## config.mk

```make
export PLATFORM = sky130hd
export DESIGN_NAME = cpu_sequencer
export DESIGN_NICKNAME = d
export VERILOG_FILES = /design/src/rtl/cpu_sequencer.sv
export SDC_FILE = /design/constraint.sdc
export NUM_CORES = 1
export LEC_CHECK = 0
export CORE_ASPECT_RATIO = 1.2
export CORE_MARGIN = 2
export CORE_UTILIZATION = 40
export CTS_CLUSTER_SIZE = 16
export DETAILED_ROUTE_END_ITERATION = 6
export GPL_TIMING_DRIVEN = 0
export PLACE_DENSITY = 0.71
export SLEW_MARGIN = 15
export SYNTH_ARGS = -nofsm -noshare
export SYNTH_HDL_FRONTEND = slang
export SYNTH_SLANG_ARGS = --single-unit
```

## constraint.sdc

```tcl
create_clock -name clk -period 2 [get_ports clk]
set_input_delay 0.4 -clock clk [delete_from_list [all_inputs] [get_ports clk]]
set_output_delay 0.4 -clock clk [all_outputs]
set_load 0.05 [all_outputs]
```

## src/rtl/cpu_sequencer.sv

```systemverilog
// Purpose: phase/state sequencer for the 8-bit accumulator CPU; holds IR, PC, halt flag and retired count.
// Latency: all outputs registered (strobes act at the end of their phase) except addr, which is combinational.
// Backpressure: none; halt freezes phase/IR/PC/count until resume, controller strobes ignored meanwhile.
module cpu_sequencer #(
    parameter int AWIDTH = 5,
    parameter int DWIDTH = 8,
    parameter int CNTW   = 16
) (
    input  logic              clk,
    input  logic              rst_n,
    input  logic [DWIDTH-1:0] data_in,
    input  logic              sel,
    input  logic              ld_ir,
    input  logic              inc_pc,
    input  logic              ld_pc,
    input  logic              halt,
    input  logic              resume,
    output logic [2:0]        phase,
    output logic [2:0]        opcode,
    output logic [AWIDTH-1:0] ir_addr,
    output logic [AWIDTH-1:0] pc,
    output logic [AWIDTH-1:0] addr,
    output logic              halted,
    output logic [CNTW-1:0]   instr_count
);

    localparam logic [CNTW-1:0]   CNT_MAX = {CNTW{1'b1}};
    localparam logic [AWIDTH-1:0] PC_ONE  = {{(AWIDTH-1){1'b0}}, 1'b1};
    localparam logic [CNTW-1:0]   CNT_ONE = {{(CNTW-1){1'b0}}, 1'b1};

    logic [DWIDTH-1:0] ir;

    assign opcode  = ir[DWIDTH-1:AWIDTH];
    assign ir_addr = ir[AWIDTH-1:0];

    // Memory address mux: PC during fetch, IR operand during execute.
    always_comb begin
        addr = sel ? pc : ir_addr;
    end

    // Phase, halt state, IR, PC and retired-count update; reset dominates, halt freezes everything but resume.
    always_ff @(posedge clk) begin
        if (!rst_n) begin
            phase       <= 3'd0;
            ir          <= '0;
            pc          <= '0;
            halted      <= 1'b0;
            instr_count <= '0;
        end else if (halted) begin
            // Halt wins over a simultaneous resume so a still-asserted halt keeps us parked.
            if (resume && !halt) begin
                halted <= 1'b0;
                phase  <= phase + 3'd1;
                if (phase == 3'd7 && instr_count != CNT_MAX)
                    instr_count <= instr_count + CNT_ONE;
            end
        end else begin
            if (ld_ir)
                ir <= data_in;
            if (ld_pc)
                pc <= ir_addr;
            else if (inc_pc)
                pc <= pc + PC_ONE;
            if (halt) begin
                // Phase freezes where halt was seen; the HLT instruction is not retired here.
                halted <= 1'b1;
            end else begin
                phase <= phase + 3'd1;
                if (phase == 3'd7 && instr_count != CNT_MAX)
                    instr_count <= instr_count + CNT_ONE;
            end
        end
    end

endmodule

```

==> impl_metrics.yaml <==
sta:
  skew_ns: 0.00350
  maxSlewViolCount: 0
  min_period_ns: 1.95
  rsz0062_at_grt: "true"
  fin_crit_sh: 0.976
  relSlewSlack: 0.504
  timing.hold.ws_ns: 0.480
  final-setup-viol-count: 0
  worstMarginPinSlew_ns: 0.737
  hold_viol: 0
  fin_setup_tns_ns: 0
  max_freq_ghz: 0.512
grt:
  grt_max_degree: 12
  antenna_found_initial: 0
  grt.total_usage: 0.189
  overflow: 0
  grt_pass1_wl_um: 6950
  grt_pass1_vias: 1510
route:
  drcViolationCount: 0
  drt-wirelength-per-cell_um: 13.4
  wl_um: 4080
  vias_per_cell: 5.36
  ant_nets: 0
  drtIter0Drc: 85
  vias: 1628
  first_pass_iters: 4
clock_tree:
  htree_levels: 2
  clockBufferDepth: 2
  clk_latency_ns: 0.29
  clockRootBuffer: "clkbuf_8"
  post_cts_buffers: 0
  cts_buffers: 5
  cts.sinks: 33
  cts_tree: "yes"
  path_clk_slew_ns: 0.07
synthesis:
  ys_warn_count: 0
  synth_edf_count: 0
  synth-simple-area-share: 0.269
  synth-adder-area-share: 0.0303
  synthCells: 189
  synth_area_per_cell_sq_um: 8.75
  synth-main-ff-cell: "dfxtp_1"
  async_flop_share: 0
  synthMuxAreaShare: 0.143
  synth_compound_area_frac: 0.130
  synth-xor-area-share: 0.00530
  synth_top_family_by_area: "simple AND/OR/NAND/NOR gates"
  synth_nets: 209
  ys_types: 34
  synth.ff_latch_count: 33
  yosysSeqAreaShare: 0.399
  synth_area_sq_um: 1650
finish:
  final_cells: 304
  multi_input_area_sq_um: 980
  seqCellArea_sq_um: 673
  fillerInstances: 369
  num_antenna_cells: 0
  layout.nets: 269
  final_area_sq_um: 2360
  syn_to_final_growth_pct: 42.7
  drive_gt1_frac: 0.132
place:
  place_congestion: 0.847
  io_buffers: 53
  placed_area_sq_um: 2260
  dp.cells: 296
  dp.final_hpwl_um: 2950
critical_path:
  end_kind: "output pin"
  worstSetupStartpointType: "input pin"
  worst_ep_required_time_ns: 1.60
  worstPathArrival_ns: 1.55
  worstPathMaxFanout: 5
  worstSetupPathType: "input pin to output pin"
power:
  finalPower_mw: 1.45
  power.density_nw_per_um2: 616
  switchingPower_uw: 434
  combPwrFrac: 0.183
  clkPwrFrac: 0.335
  vdd_drop_max_v: 0.000434
  p_leak_nw: 0.962
  p_seq_frac: 0.482
  swShare: 0.298
  intPower_mw: 1.02
floorplan:
  die_height_um: 74.4
  die-area_sq_um: 4670
  num_io_pins: 54
  core_area_sq_um: 3940
  die_w_um: 62.7
  row_count: 25
  start_util: 0.420
worst_hold_path:
  hold_class: "register to register"
job:
  cap_violations: 0
outcome:
  status: "finished, final reports clean"
-- sequential cells by signal, summed over array words and instances, names as in the netlist --
register and flops:
pc 5, phase 3, ir 8, halted 1, instr_count 16
-- area by class of cell --
cell class,count,area share
clock buffers,5,0.0292
plain buffers,7,0.0122
clock inverters,3,0.00742
well taps,54,0.0286
multi-input cells,146,0.415
inverters,3,0.00477
flip-flops and latches,33,0.285
repair buffers,53,0.217
-- per-layer routing --
layer	part of all wire	track usage	vias up	wire length, um
li1	-	-	816	-
met1	0.47	0.234	750	1910
met2	0.46	0.312	56	1860
met3	0.059	0.0514	6	240
met4	0.015	0.0815	0	63
met5	0	0	-	0
-- synthesized netlist by cell type, drive strengths merged (2+ instances only) --
library cell | count | area (sq um)
dfxtp | 33 | 661
nand2 | 21 | 78.8
nor2 | 19 | 71.3
mux2i | 18 | 180
a21oi | 10 | 50.1
o31ai | 8 | 60.1
nand3 | 7 | 35.0
nand2b | 6 | 37.5
o21ai | 6 | 30.0
or4 | 6 | 45.0
a31oi | 5 | 31.3
clkbuf | 5 | 20.0
mux2 | 5 | 56.3
nor4 | 5 | 31.3
and3 | 4 | 25.0
ha | 4 | 50.1
nand4 | 4 | 40.0
inv | 3 | 11.3
nor2b | 3 | 18.8
nor3 | 3 | 15.0
buf | 2 | 7.51
nor4b | 2 | 17.5
or2 | 2 | 12.5
-- layout by cell type (no fill, tap or decap), types with 2 or more instances in the layout --
| master | synthesis | layout |
|---|---|---|
| a21oi_1 | 10 | 10 |
| dfxtp_4 | 0 | 2 |
| nor4_1 | 5 | 4 |
| o31ai_1 | 8 | 8 |
| nand3_1 | 7 | 6 |
| a31oi_1 | 5 | 5 |
| o21ai_0 | 6 | 6 |
| nor3_1 | 3 | 3 |
| nand2b_1 | 6 | 6 |
| nor2b_1 | 3 | 2 |
| and3_1 | 4 | 4 |
| mux2_2 | 5 | 5 |
| or4_1 | 6 | 6 |
| inv_1 | 3 | 3 |
| buf_2 | 0 | 6 |
| dfxtp_2 | 0 | 4 |
| clkbuf_1 | 4 | 3 |
| buf_1 | 2 | 2 |
| dlymetal6s2s_1 | 0 | 5 |
| nor2_1 | 19 | 19 |
| mux2i_1 | 18 | 18 |
| nand4_1 | 3 | 3 |
| dlygate4sd2_1 | 0 | 4 |
| ha_1 | 4 | 4 |
| nand2_1 | 21 | 21 |
| clkdlybuf4s50_1 | 0 | 39 |
| dfxtp_1 | 33 | 27 |
| clkinv_2 | 0 | 2 |
| clkbuf_8 | 0 | 5 |
-- what timing repair did --
action / 4_1_cts / 5_1_grt
endpoints found under the setup margin: 14 / 19
resized for setup: 28 / 14
hold buffers: 0 / 0
-- stage by stage --
stage	setup slack (ns)	utilization
after CTS	-0.0803	0.591
after detailed placement	-0.446	0.575
final	0.0472	0.599
after global placement	-0.443	0.575
after global routing	-0.0197	0.599
after floorplan	0.0201	-
-- worst paths after layout --
| path | start | endpoint | slack [ns] | depth (start not counted) |
|---|---|---|---|---|
| setup / recovery | sel | addr[1] | 0.05 | 3 |
| hold / removal | instr_count[1]$_SDFFE_PN0P_ | instr_count[1]$_SDFFE_PN0P_ | 0.48 | 2 |
| setup reg to reg | phase[0]$_SDFFE_PN0P_ | instr_count[10]$_SDFFE_PN0P_ | 0.12 | 7 |
| hold reg to reg | instr_count[1]$_SDFFE_PN0P_ | instr_count[1]$_SDFFE_PN0P_ | 0.48 | 2 |
-- power by group through the flow --
stage	Combinational (mW)	Sequential, mW	Clock (mW)
CTS	0.269	0.702	0.504
global route	0.283	0.706	0.538
global placement	0.272	0.717	0
finish	0.266	0.701	0.487
floorplan	0.101	0.784	0
detailed placement	0.274	0.717	0
-- cell families (layout without fill, tap and decap cells) --
kind of cell	after synthesis	in the layout
AOI/OAI and AO/OA	34	34
xor gates and xnor gates	1	1
adders and majority gates	4	4
buffers and inverters	10	71
DFF	33	33
muxes	23	23
and+or+nand+nor	84	84
-- worst max-delay path, stage by stage --
cell and delay [ns]:
clkdlybuf4s50_1 0.58, mux2_2 0.36, buf_2 0.21
(Power assumes the default switching activity.)
